[config.mk]
export PLATFORM = sky130hd
export DESIGN_NAME = seq_multiplier
export DESIGN_NICKNAME = d
export VERILOG_FILES = /design/src/rtl/seq_multiplier_pkg.sv /design/src/rtl/seq_multiplier_add_shift_stage.sv /design/src/rtl/seq_multiplier.sv
export SDC_FILE = /design/constraint.sdc
export NUM_CORES = 1
export LEC_CHECK = 0
export ABC_AREA = 1
export CORE_UTILIZATION = 56
export CTS_CLUSTER_DIAMETER = 120
export CTS_CLUSTER_SIZE = 12
export DETAILED_ROUTE_END_ITERATION = 10
export PLACE_DENSITY = 0.8
export SLEW_MARGIN = 20
export SYNTH_ARGS = -nofsm -noshare
export SYNTH_HDL_FRONTEND = slang
export SYNTH_HIERARCHICAL = 1
export SYNTH_SLANG_ARGS = --single-unit
[constraint.sdc]
create_clock -name clk -period 3 [get_ports clk]
set_clock_uncertainty 0.1 [all_clocks]
set_input_delay 0.6 -clock clk [delete_from_list [all_inputs] [get_ports clk]]
set_output_delay 0.6 -clock clk [all_outputs]
set_load 0.01 [all_outputs]
[src/rtl/seq_multiplier_pkg.sv]
// seq_multiplier_pkg
//   Shared definitions for the iterative shift-and-add multiplier:
//   FSM state encoding and the iteration-counter width helper.
package seq_multiplier_pkg;

    // 2'd3 is unused; the next-state logic sends it back to ST_IDLE.
    typedef enum logic [1:0] {
        ST_IDLE = 2'd0,
        ST_CALC = 2'd1,
        ST_DONE = 2'd2
    } state_t;

    // Iteration counter width: clog2(WIDTH), never narrower than one bit.
    function automatic int cnt_width(input int w);
        return (w <= 2) ? 1 : $clog2(w);
    endfunction

endpackage

[src/rtl/seq_multiplier_add_shift_stage.sv]
// seq_multiplier_add_shift_stage
//   One shift-and-add iteration, purely combinational.
//   Ports:
//     i_acc      [2W-1:0] current accumulator
//     i_mag_a    [W-1:0]  multiplicand magnitude
//     i_lsb               current multiplier LSB
//     o_acc_next [2W-1:0] accumulator after conditional add and right shift
module seq_multiplier_add_shift_stage #(
    parameter int WIDTH = 8
) (
    input  logic [2*WIDTH-1:0] i_acc,
    input  logic [WIDTH-1:0]   i_mag_a,
    input  logic               i_lsb,
    output logic [2*WIDTH-1:0] o_acc_next
);

    logic [WIDTH:0] w_sum;

    // W+1-bit add on the upper half; the carry becomes the new MSB after
    // the shift, so nothing is lost.
    assign w_sum      = {1'b0, i_acc[2*WIDTH-1:WIDTH]} + (i_lsb ? {1'b0, i_mag_a} : '0);
    assign o_acc_next = {w_sum, i_acc[WIDTH-1:1]};

endmodule

[src/rtl/seq_multiplier.sv]
// seq_multiplier
//   Iterative WIDTH x WIDTH -> 2*WIDTH multiplier, unsigned or two's
//   complement. Multiplies magnitudes over WIDTH cycles, then applies
//   the sign once in the DONE cycle.
//   Ports:
//     clk, rst      rising-edge clock, async active-high reset
//     start         request, only looked at while idle
//     signed_mode   1 = two's-complement operands/result (captured with start)
//     a, b          multiplicand / multiplier (captured with start)
//     busy          high in CALC and DONE
//     done          one-cycle pulse when p updates
//     p             product, held until the next done
module seq_multiplier
    import seq_multiplier_pkg::*;
#(
    parameter int WIDTH = 8
) (
    input  logic               clk,
    input  logic               rst,
    input  logic               start,
    input  logic               signed_mode,
    input  logic [WIDTH-1:0]   a,
    input  logic [WIDTH-1:0]   b,
    output logic               busy,
    output logic               done,
    output logic [2*WIDTH-1:0] p
);

    localparam int CNT_W = cnt_width(WIDTH);
    localparam int PW    = 2 * WIDTH;

    state_t             r_state, w_state_next;
    logic [PW-1:0]      r_acc, r_p;
    logic [WIDTH-1:0]   r_mag_a, r_mag_b;
    logic [CNT_W-1:0]   r_cnt;
    logic               r_neg, r_done;

    logic [WIDTH-1:0]   w_mag_a, w_mag_b;
    logic [PW-1:0]      w_acc_next, w_result;
    logic               w_last;

    // Magnitude of the most-negative value wraps to itself, which read as
    // unsigned is exactly 2^(W-1) -- the correct magnitude.
    assign w_mag_a  = (signed_mode && a[WIDTH-1]) ? (~a + WIDTH'(1)) : a;
    assign w_mag_b  = (signed_mode && b[WIDTH-1]) ? (~b + WIDTH'(1)) : b;
    assign w_last   = (r_cnt == CNT_W'(WIDTH - 1));
    assign w_result = r_neg ? (~r_acc + PW'(1)) : r_acc;

    seq_multiplier_add_shift_stage #(.WIDTH(WIDTH)) u_stage (
        .i_acc      (r_acc),
        .i_mag_a    (r_mag_a),
        .i_lsb      (r_mag_b[0]),
        .o_acc_next (w_acc_next)
    );

    always_comb begin
        w_state_next = r_state;
        case (r_state)
            ST_IDLE: if (start) w_state_next = ST_CALC;
            ST_CALC: if (w_last) w_state_next = ST_DONE;
            ST_DONE: w_state_next = ST_IDLE;
            default: w_state_next = ST_IDLE;
        endcase
    end

    always_ff @(posedge clk or posedge rst) begin
        if (rst) begin
            r_state <= ST_IDLE;
            r_acc   <= '0;
            r_p     <= '0;
            r_mag_a <= '0;
            r_mag_b <= '0;
            r_cnt   <= '0;
            r_neg   <= 1'b0;
            r_done  <= 1'b0;
        end else begin
            r_state <= w_state_next;
            r_done  <= 1'b0;
            case (r_state)
                ST_IDLE: begin
                    if (start) begin
                        r_mag_a <= w_mag_a;
                        r_mag_b <= w_mag_b;
                        r_neg   <= signed_mode & (a[WIDTH-1] ^ b[WIDTH-1]);
                        r_acc   <= '0;
                        r_cnt   <= '0;
                    end
                end
                ST_CALC: begin
                    r_acc   <= w_acc_next;
                    r_mag_b <= r_mag_b >> 1;
                    r_cnt   <= r_cnt + 1'b1;
                end
                ST_DONE: begin
                    r_p    <= w_result;
                    r_done <= 1'b1;
                end
                default: ;
            endcase
        end
    end

    assign busy = (r_state == ST_CALC) || (r_state == ST_DONE);
    assign done = r_done;
    assign p    = r_p;

endmodule
==> results of run 1 <==
[worst max-delay path by stage]
stage	startpoint	end	slack (ps)	depth (start not counted)
6_report	r_state[0]	busy	740	3
5_1_grt	r_state[1]	r_mag_b[5]	630	8
4_1_cts	r_state[0]	busy	720	3
3_5_place_dp	start	r_mag_b[5]	710	7
3_3_place_gp	start	r_mag_b[5]	730	7
2_1_floorplan	rst	done	960	1
[synth_stat cells (all sizes together), types with 3 or more instances]
master	count
nand4	6
nand2	131
a21oi	18
ha	16
a22o	3
clkbuf	6
dfrtp	55
or2	3
inv	55
xor2	10
buf	12
nor2	34
nand3	33
o21ai	44
o211ai	3
[stage by stage]
step,cell area [um^2],power [W],utilization [%]
final,3820,0.00362,67.8
after global routing,3820,0.00394,67.8
after CTS,3820,0.00363,67.8
after detailed placement,3710,0.00313,65.7
after global placement,3710,0.00306,65.7
after floorplan,3340,0.00268,-
[registers in the layout, indices dropped and copies added, names as in the netlist]
signal	cells
p	16
r_acc	16
r_mag_a	8
r_mag_b	8
r_cnt	3
r_state	2
done	1
r_neg	1
[per-layer routing]
layer | wire length (um) | part of all wire [%] | vias up
met5 | 0 | 0 | -
met4 | 55 | 0.85 | 0
met3 | 185 | 2.9 | 5
met2 | 3120 | 48 | 64
met1 | 3100 | 48 | 1323
li1 | - | - | 1469
[power by group through the flow]
stage          Clock, W  Sequential (W)  Combinational [W]
6_report       0.000501         0.00127            0.00185
3_5_place_dp          0         0.00128            0.00185
4_1_cts        0.000511         0.00127            0.00185
5_1_grt        0.000533         0.00131            0.00210
3_3_place_gp          0         0.00127            0.00180
2_1_floorplan         0         0.00124            0.00144
[cell families after synthesis]
kind of cell               count (synthesis)
DFF                                       55
xor gates and xnor gates                  12
AOI/OAI and AO/OA                         74
buffers and inverters                     73
adders and majority gates                 17
and+or+nand+nor                          210
[cell type report]
cell class	instances	share of cell area, %
clock buffer	5	1.80
clock inverter	3	1.21
timing repair buffer	40	10.3
inverter	55	5.40
sequential	55	36.0
tap	72	2.36
multi-input combinational	313	43.0
[layout by cell type, fill, tap and decap left out, types with 10 or more instances in the layout]
| cell | n |
|---|---|
| sky130_fd_sc_hd__nand2_1 | 126 |
| sky130_fd_sc_hd__dfrtp_1 | 55 |
| sky130_fd_sc_hd__inv_1 | 51 |
| sky130_fd_sc_hd__o21ai_0 | 42 |
| sky130_fd_sc_hd__clkdlybuf4s50_1 | 37 |
| sky130_fd_sc_hd__nand3_1 | 32 |
| sky130_fd_sc_hd__nor2_1 | 31 |
| sky130_fd_sc_hd__a21oi_1 | 17 |
| sky130_fd_sc_hd__ha_1 | 16 |
| sky130_fd_sc_hd__xor2_1 | 10 |
[worst max-delay path: stages (launching register included)]
cell                              delay (ps)
sky130_fd_sc_hd__dfrtp_1                 380
sky130_fd_sc_hd__inv_1                    70
sky130_fd_sc_hd__ha_1                    270
sky130_fd_sc_hd__clkdlybuf4s50_1         520
==> results.md, run 1 <==
## Floorplanning
* 79.2 um — Vert. Die Dim
* 79.2 um — horizontal die dimension
* 5640 um^2 — core area
* 6270 um^2 — area of the die
* 59.2% — Initial Util
* 27 — Site Rows
* 38 — number of top-level design ports

## Route
* 4 — detailed-router iteration count before antenna repair
* 2,861 — DR vias
* 11.9 um — routed len/inst
* 127 — number of DRC markers after the initial detailed-route iteration
* 0 — number of nets still failing antenna checks after routing
* 6460 um — routed wire length
* 5.27 — number of vias per cell after detailed routing
* 0 — DRC violation count after routing

## Job
* 0 — total of max-cap violations

## Synth
* 12.2% — share of the synthesized area in compound gates (AO/OA/AOI/OAI)
* 7.57 um^2 — Mean Syn Cell Area
* 27.3% — Post-Synth Simple-Gate Area
* 6.60% — Post-Synth Adder-Cell Area
* 478 — Post-Synthesis Net Count
* sky130_fd_sc_hd__dfrtp_1 (41%), sky130_fd_sc_hd__nand2_1 (14%), sky130_fd_sc_hd__o21ai_0 (6.3%) — top post-synthesis cells by area
* 36 — post-synth cell types
* 100% — share of synthesized registers carrying an async set or reset
* 0% — share of synthesized area spent on multiplexers
* 0 — EDFF count, synth
* 6 — yosys synthesis warning count
* 3.15% — area share of xor/xnor cells in the synthesized design
* 41.2% — sequential-to-total area share from yosys stat
* 3340 um^2 — cell area after technology mapping
* 41.2% — share of Yosys cell area claimed by the top area cell type
* sky130_fd_sc_hd__dfrtp_1 — Primary FF master, synth
* 441 — Mapped Cells
* 55 — register bit count reported by yosys
* simple AND/OR/NAND/NOR gates — main combinational cell family by area after synthesis
* sky130_fd_sc_hd__dfrtp_1 — library cell with the largest summed area after synthesis

## Pwr
* 13.8% — part of the total power dissipated in the clock network
* 43.4% — share of total power consumed by net switching
* 0.00205 W — Int Power
* 947 nW/um^2 — total power per unit cell area
* 0.000606 V — worst-case vdd ir drop
* 35.0% — Flop pwr share
* 0.00157 W — Sw Pwr
* 1.99 nW — static leakage
* 51.1% — Comb pwr share

## Global routing
* 0 — number of antenna violations at the first check in global routing
* 39.3% — met2 usage in global routing
* 29.7% — global-route met1 utilization
* 22.7% — total routing usage reported by global routing
* 41 — maximum number of pins on one net before global-route repair
* 2,608 — vias in the first global route
* 11,300 um — global-route wire length before repair
* met2 — most used routing layer
* 0 — total overflow reported by the global router
* 3.10% — GR Util met3

## STA
* 739 ps — slack of the critical path
* 0 — number of hold violations in the final report
* 0 — count of endpoints failing setup in the final report
* 0.442 GHz — highest attainable clock frequency
* 0 ps — summed negative setup slack over all endpoints
* 2260 ps — shortest clock period the worst path allows after layout
* 0 — Final Max Tran Viols
* 390 ps — minimum hold slack
* 75.4% — ratio of final minimum period to clock period
* no — RSZ-0062 raised after global routing
* 45.4% — Slew Limit Headroom
* 817 ps — pin slew with the least headroom to its limit

## CTS
* 100 ps — post-CTS clock slew at the launch and capture registers of the worst setup and hold paths
* 5 — CTS buffer count
* 310 ps — Skew-Pair Late Insertion Delay
* done — CTS tree
* 0 — number of gates resized after cts
* 0 — number of setup buffers added after CTS
* 2 — Max H-tree Level
* 0 — CTS Hold Bufs
* sky130_fd_sc_hd__clkbuf_8 — root buffer cell
* 2 — number of buffers between clock root and the deepest sink
* 55 — total clock sinks

## Layout
* 1380 um^2 — FF+latch area
* 460 — Filler Cells Inserted
* 1640 um^2 — combined area of the multi-input logic cells
* 0 — antenna diode instance count
* 507 — final net count
* 543 — fin cells
* 14.5% — signed area change from the synthesized netlist to the final layout
* 6.37% — fraction of final layout cells with drive strength greater than 1

## Min path
* p[11] — startpoint of the lowest-slack hold path
* 2 — number of stages on the worst hold path
* p[11] — Worst Hold End
* flop to flop — kind of path behind the tightest hold check

## Worst setup path
* 8 — depth of the worst register-to-register path
* 830 ps — Reg2Reg Setup Slack
* flop to output port — worst setup path class
* output port — kind of capture point of the worst setup path
* r_state[1] — worst flop-to-flop path startpoint
* 1560 ps — CP Data Arrival Time
* flop — Startpoint Class
* r_mag_b[5] — Reg-to-Reg End
* 3 — Critical Path Fanout Max
* 2300 ps — critical path required time

## Placement
* 0.786 — Routability Congestion
* 37 — number of buffers inserted by port buffering
* 5000 um — HPWL Detailed
* 535 — Cell Count Post-Placement
* 706 ps — pre-CTS setup slack

## Run status
* finished clean — run status

(Power assumes the default switching activity.)
==> run 2: changes to the inputs <==
--- a/config.mk
+++ b/config.mk
@@ -6,11 +6,11 @@
 export NUM_CORES = 1
 export LEC_CHECK = 0
 export ABC_AREA = 1
-export CORE_UTILIZATION = 56
+export CORE_UTILIZATION = 51
 export CTS_CLUSTER_DIAMETER = 120
 export CTS_CLUSTER_SIZE = 12
 export DETAILED_ROUTE_END_ITERATION = 10
-export PLACE_DENSITY = 0.8
+export PLACE_DENSITY = 0.76
 export SLEW_MARGIN = 20
 export SYNTH_ARGS = -nofsm -noshare
 export SYNTH_HDL_FRONTEND = slang
==> constraint.sdc (replaced) <==
create_clock -name clk -period 2 [get_ports clk]
set_clock_uncertainty 0.1 [all_clocks]
set_input_delay 0.4 -clock clk [delete_from_list [all_inputs] [get_ports clk]]
set_output_delay 0.4 -clock clk [all_outputs]
set_load 0.01 [all_outputs]
==> run 2 against run 1 <==
  * Final cell count up 1.8%
  * Power up 54%
  * Cell area up 2.3%
  * Setup slack worse by 610 ps
  * Highest routed layer unchanged
  * Die area up 9.6%
  * Combinational power up 58%
  * Largest cell class unchanged
  * First-iteration DRC count up 31%
  * Largest power group unchanged
  * Global-route usage down 2.4 points
==> results.md, run 2 (same netlist as run 1, synthesis figures left out) <==
## Min path
* primary input to asynchronous set/reset pin — kind of path behind the tightest hold check, was flop to flop

## Placement
* 3760 um^2 — placed standard-cell area, was 3710 um^2
* 4960 um — HPWL Detailed, was 5000 um
* 544 — Cell Count Post-Placement, was 535
* 0.827 — Routability Congestion, was 0.786
* 54.5 ps — pre-CTS setup slack, was 706 ps
* 37 — number of buffers inserted by port buffering, unchanged

## CTS
* 55 — total clock sinks, unchanged
* 2 — number of buffers between clock root and the deepest sink, unchanged
* done — CTS tree, unchanged
* 0 — CTS Hold Bufs, unchanged
* 5 — CTS buffer count, unchanged
* 110 ps — post-CTS clock slew at the launch and capture registers of the worst setup and hold paths, was 100 ps
* 310 ps — Skew-Pair Late Insertion Delay, about the same
* 2 — Max H-tree Level, unchanged
* sky130_fd_sc_hd__clkbuf_8 — root buffer cell, unchanged

## Pwr
* 1420 nW/um^2 — total power per unit cell area, was 947 nW/um^2
* 0.00557 W — Design Power, was 0.00362 W
* 0.000690 V — worst-case vdd ir drop, was 0.000606 V
* 2.01 nW — static leakage, was 1.99 nW

## Worst setup path
* sky130_fd_sc_hd__nand2_1 — Critical Path Most Common Cell
* flop — kind of capture point of the worst setup path, was output port
* flop — Startpoint Class, unchanged
* 410 ps — highest cell delay on the worst timing path, was 520 ps
* 3 — Critical Path Fanout Max, unchanged
* flop to flop — worst setup path class, was flop to output port
* 1980 ps — CP Data Arrival Time, was 1560 ps
* nand2_1, inv_1, ha_1, fa_2, nand2_1, nand2_2, nand3b_4, nand2_1, nand2_1, nand2_1, nand2_1, o21ai_0 — crit path cell chain, was inv_1, ha_1, clkdlybuf4s50_1
* 2100 ps — critical path required time, was 2300 ps
* sky130_fd_sc_hd__dfrtp_1 — library cell contributing the largest single delay on the critical path, was sky130_fd_sc_hd__clkdlybuf4s50_1

## Layout
* sky130_fd_sc_hd__nand2_1 (125), sky130_fd_sc_hd__dfrtp_1 (55), sky130_fd_sc_hd__inv_1 (51), sky130_fd_sc_hd__o21ai_0 (42), sky130_fd_sc_hd__clkdlybuf4s50_1 (36) — top library cells by usage in the layout, fill and taps aside, was sky130_fd_sc_hd__nand2_1 (126), sky130_fd_sc_hd__dfrtp_1 (55), sky130_fd_sc_hd__inv_1 (51), sky130_fd_sc_hd__o21ai_0 (42), sky130_fd_sc_hd__clkdlybuf4s50_1 (37)
* 61.6% — final standard cell utilization of the core, was 67.8%
* 512 — final net count, was 507
* 553 — fin cells, was 543
* 8.40% — fraction of final layout cells with drive strength greater than 1, was 6.37%
* sky130_fd_sc_hd__nand2_1 — most common cell after layout, fill and taps aside, unchanged
* 17.2% — signed area change from the synthesized netlist to the final layout, was 14.5%
* 3910 um^2 — final standard cell area without fillers, was 3820 um^2
* 568 — Filler Cells Inserted, was 460
* 0 — antenna diode instance count, unchanged

## STA
* 126 ps — slack of the critical path, was 739 ps
* 0.534 GHz — highest attainable clock frequency
* yes — RSZ-0062 raised after global routing, was no
* 643 ps — pin slew with the least headroom to its limit, was 817 ps
* 1870 ps — shortest clock period the worst path allows after layout
* 0 — number of hold violations in the final report, unchanged
* 0 — count of endpoints failing setup in the final report, unchanged
* 57.1% — Slew Limit Headroom, was 45.4%
* 93.7% — ratio of final minimum period to clock period
* 0 — Final Max Tran Viols, unchanged

## Global routing
* 20.3% — total routing usage reported by global routing, was 22.7%
* 56 — maximum number of pins on one net before global-route repair, was 41
* 0 — number of antenna violations at the first check in global routing, unchanged
* 0 — total overflow reported by the global router, unchanged
* 11,600 um — global-route wire length before repair, was 11,300 um
* 2,671 — vias in the first global route, was 2,608

## Floorplanning
* 82.9 um — horizontal die dimension, was 79.2 um
* 82.9 um — Vert. Die Dim, was 79.2 um
* 6350 um^2 — core area, was 5640 um^2
* 29 — Site Rows, was 27
* 38 — number of top-level design ports, unchanged
* 6870 um^2 — area of the die, was 6270 um^2
* 52.6% — Initial Util, was 59.2%

## Route
* 0 — number of nets still failing antenna checks after routing, unchanged
* 167 — number of DRC markers after the initial detailed-route iteration, was 127
* 11.8 um — routed len/inst, was 11.9 um
* 2,842 — DR vias, was 2,861
* 4 — detailed-router iteration count before antenna repair, unchanged
* 5.14 — number of vias per cell after detailed routing, was 5.27
* 6540 um — routed wire length, was 6460 um
* 0 — DRC violation count after routing, unchanged

## Run status
* finished clean — run status, unchanged

## Job
* 0 — total of max-cap violations, unchanged

[run 2: final cells by class]
type / instances / area (um^2) / area share, %
Inverter: 55 / 206 / 5.28
Clock buffer: 5 / 68.8 / 1.76
Sequential cell: 55 / 1380 / 35.2
Multi-Input combinational cell: 313 / 1680 / 42.9
Timing Repair Buffer: 45 / 442 / 11.3
Tap cell: 77 / 96.3 / 2.46
Clock inverter: 3 / 46.3 / 1.18
[run 2: metrics by stage]
step | TNS [ps] | hold slack (ps)
after floorplan | 0 | 348
after global placement | 0 | 362
after CTS | 0 | 352
after global routing | -40.3 | 373
after detailed placement | 0 | 368
final | 0 | 344
[run 2: power breakdown]
group	switching, W	internal, W	total, W	leakage (nW)
sequential	0.000337	0.00155	0.00188	0.712
combinational	0.00169	0.00124	0.00293	1.25
clock	0.000383	0.000378	0.000761	0.0548
total	0.00241	0.00317	0.00557	2.01
[run 2: path summary, 6_finish.rpt]
kind | end | cells after the start | slack, ps | from
worst max-delay path | r_acc[13] | 12 | 130 | r_mag_b[0]
worst min-delay path | p[0] | 3 | 340 | rst
worst max register to register | r_acc[13] | 12 | 130 | r_mag_b[0]
worst min register to register | p[14] | 2 | 390 | p[14]
max in group asynchronous | r_mag_a[5] | 3 | 1210 | rst
min in group clk | p[14] | 2 | 390 | p[14]
[run 2: layer usage]
metal	GRT usage [%]	routed length (um)	vias up
met3	2.98	235	8
met4	7.84	99	0
met1	26.1	3150	1286
li1	-	-	1480
met5	0	0	-
met2	34.6	3050	68
[run 2: worst max-delay path, delay by kind of cell, from the launching register on]
family | cells | cell delay (ps)
compound gates | 1 | 70
flops | 1 | 410
simple gates | 8 | 590
fa+ha+maj | 2 | 550
buf+inv | 1 | 50
[run 2: repair_timing]
item	4_1_cts	5_1_grt
gates resized for setup	1	5
setup endpoints to repair	1	5
pin swaps	0	1
buffers inserted	1	0
==> run 3: changes to the inputs <==
--- a/config.mk
+++ b/config.mk
@@ -6,11 +6,10 @@
 export NUM_CORES = 1
 export LEC_CHECK = 0
 export ABC_AREA = 1
-export CORE_UTILIZATION = 51
+export CORE_UTILIZATION = 40
 export CTS_CLUSTER_DIAMETER = 120
 export CTS_CLUSTER_SIZE = 12
 export DETAILED_ROUTE_END_ITERATION = 10
-export PLACE_DENSITY = 0.76
 export SLEW_MARGIN = 20
 export SYNTH_ARGS = -nofsm -noshare
 export SYNTH_HDL_FRONTEND = slang
==> run 3 against run 2 <==
  * Power is 3.0% lower
  * Non-clock buffer count is 2 higher
  * Highest routed layer unchanged
  * Utilization is 12 points lower
==> results.md, run 3 (same netlist as run 1, synthesis figures left out) <==
## Floorplanning
* 8720 um^2 — area of the die, was 6870 um^2
* 93.4 um — horizontal die dimension, was 82.9 um
* 7890 um^2 — core area, was 6350 um^2
* 38 — number of top-level design ports, unchanged
* 42.3% — Initial Util, was 52.6%
* 32 — Site Rows, was 29
* 93.4 um — Vert. Die Dim, was 82.9 um

## Placement
* 67.5 ps — pre-CTS setup slack, was 54.5 ps
* 37 — number of buffers inserted by port buffering, unchanged
* 5110 um — HPWL Detailed, was 4960 um
* 0.820 — Routability Congestion, was 0.827
* 3800 um^2 — placed standard-cell area, was 3760 um^2

## Global routing
* 12,100 um — global-route wire length before repair, was 11,600 um
* 2,721 — vias in the first global route, was 2,671
* 17.3% — total routing usage reported by global routing, was 20.3%
* 0 — total overflow reported by the global router, unchanged
* 56 — maximum number of pins on one net before global-route repair, unchanged
* 0 — number of antenna violations at the first check in global routing, unchanged

## Route
* 0 — number of nets still failing antenna checks after routing, unchanged
* 117 — number of DRC markers after the initial detailed-route iteration, was 167
* 2,822 — DR vias, was 2,842
* 11.6 um — routed len/inst, was 11.8 um
* 0 — DRC violation count after routing, unchanged
* 6 — detailed-router iteration count before antenna repair, was 4
* 6730 um — routed wire length, was 6540 um
* 4.87 — number of vias per cell after detailed routing, was 5.14

## Run status
* finished clean — run status, unchanged

## CTS
* sky130_fd_sc_hd__clkbuf_8 — root buffer cell, unchanged
* 0 — CTS Hold Bufs, unchanged
* 110 ps — post-CTS clock slew at the launch and capture registers of the worst setup and hold paths, about the same
* 310 ps — Skew-Pair Late Insertion Delay, about the same
* 5 — CTS buffer count, unchanged
* 2 — number of buffers between clock root and the deepest sink, unchanged
* 55 — total clock sinks, unchanged
* done — CTS tree, unchanged
* 2 — Max H-tree Level, unchanged

## Pwr
* 2.02 nW — static leakage, was 2.01 nW
* 0.000610 V — worst-case vdd ir drop, was 0.000690 V
* 1380 nW/um^2 — total power per unit cell area, was 1420 nW/um^2

## Layout
* 8.79% — fraction of final layout cells with drive strength greater than 1, was 8.40%
* sky130_fd_sc_hd__nand2_1 (125), sky130_fd_sc_hd__dfrtp_1 (55), sky130_fd_sc_hd__inv_1 (51), sky130_fd_sc_hd__o21ai_0 (42), sky130_fd_sc_hd__clkdlybuf4s50_1 (36) — top library cells by usage in the layout, fill and taps aside, unchanged
* 17.6% — signed area change from the synthesized netlist to the final layout, was 17.2%
* 514 — final net count, was 512
* 0 — antenna diode instance count, unchanged
* 788 — Filler Cells Inserted, was 568
* 3930 um^2 — final standard cell area without fillers, was 3910 um^2
* sky130_fd_sc_hd__nand2_1 — most common cell after layout, fill and taps aside, unchanged

## STA
* 1840 ps — shortest clock period the worst path allows after layout, was 1870 ps
* 659 ps — pin slew with the least headroom to its limit, was 643 ps
* 56.0% — Slew Limit Headroom, was 57.1%
* yes — RSZ-0062 raised after global routing, unchanged
* 0 — count of endpoints failing setup in the final report, unchanged
* 0 — Final Max Tran Viols, unchanged
* 0.542 GHz — highest attainable clock frequency, was 0.534 GHz
* 92.2% — ratio of final minimum period to clock period, was 93.7%
* 155 ps — slack of the critical path, was 126 ps
* 0 — number of hold violations in the final report, unchanged

## Worst setup path
* flop — Startpoint Class, unchanged
* flop — kind of capture point of the worst setup path, unchanged
* 1950 ps — CP Data Arrival Time, was 1980 ps
* r_mag_b[0] — worst flop-to-flop path startpoint, unchanged
* 160 ps — Reg2Reg Setup Slack, was 130 ps
* flop to flop — worst setup path class, unchanged
* r_acc[15] — Reg-to-Reg End, was r_acc[13]
* 2100 ps — critical path required time, about the same
* 7 — Critical Path Fanout Max, was 3
* 12 — depth of the worst register-to-register path, unchanged

## Job
* 0 — total of max-cap violations, unchanged

## Min path
* primary input to asynchronous set/reset pin — kind of path behind the tightest hold check, unchanged

run 3: repair_timing:
action | 4_1_cts | 5_1_grt
setup buffers | 1 | 0
hold endpoints to repair | 0 | 0
pin swaps | 0 | 1
endpoints found under the setup margin | 1 | 5
resized for setup | 1 | 5
run 3: area by class of cell:
cell class                      count  area [um^2]  area share (%)
Clock inverter                      3         22.5           0.574
Clock buffer                        5         68.8            1.75
Sequential cell                    55         1380            35.1
Multi-Input combinational cell    313         1670            42.5
Tap cell                          102          128            3.25
Inverter                           55          206            5.26
Timing Repair Buffer               47          457            11.6
run 3: metal layers:
metal | vias up | global-route usage [%] | wire, um
met5 | - | 0 | 0
met4 | 0 | 5.00 | 78
met3 | 9 | 3.25 | 227
met2 | 55 | 28.1 | 2970
met1 | 1273 | 23.7 | 3460
li1 | 1485 | - | -
run 3: how the worst max path moves through the flow:
stage / cells after the start / end / from
after floorplan: 13 / r_acc[15] / r_mag_b[0]
after global placement: 4 / r_cnt[1] / start
after detailed placement: 12 / r_acc[15] / r_mag_b[0]
after CTS: 12 / r_acc[15] / r_mag_b[0]
after global routing: 12 / r_acc[15] / r_mag_b[0]
final: 12 / r_acc[15] / r_mag_b[0]
run 3: power by group:
part / internal (W) / total, W / switching, W
Clock: 0.000252 / 0.000627 / 0.000375
Combinational: 0.00122 / 0.00289 / 0.00167
Sequential: 0.00155 / 0.00189 / 0.000344
Total: 0.00302 / 0.00541 / 0.00239
run 3: through the flow:
stage / TNS [ps] / hold WS [ps] / instances / total power [W] / utilization [%]
2_1_floorplan: 0 / 348 / 441 / 0.00402 / -
3_3_place_gp: 0 / 362 / 571 / 0.00472 / 48.2
3_5_place_dp: 0 / 366 / 571 / 0.00477 / 48.2
4_1_cts: 0 / 361 / 580 / 0.00542 / 49.5
5_1_grt: -10.3 / 380 / 580 / 0.00599 / 49.8
6_report: 0 / 353 / 580 / 0.00541 / 49.8
run 3: critical path, cell delays in order, from the launching register on:
cell and delay [ps]:
sky130_fd_sc_hd__dfrtp_1 420, sky130_fd_sc_hd__buf_4 170, sky130_fd_sc_hd__nand2_1 60, sky130_fd_sc_hd__inv_1 70, sky130_fd_sc_hd__fa_2 370, sky130_fd_sc_hd__nand2_1 90, sky130_fd_sc_hd__nand2_2 80, sky130_fd_sc_hd__nand3b_4 80
sky130_fd_sc_hd__nand2_1 70, sky130_fd_sc_hd__nand2_1 60, sky130_fd_sc_hd__nand2_1 50, sky130_fd_sc_hd__nand2_1 60, sky130_fd_sc_hd__o21ai_0 80
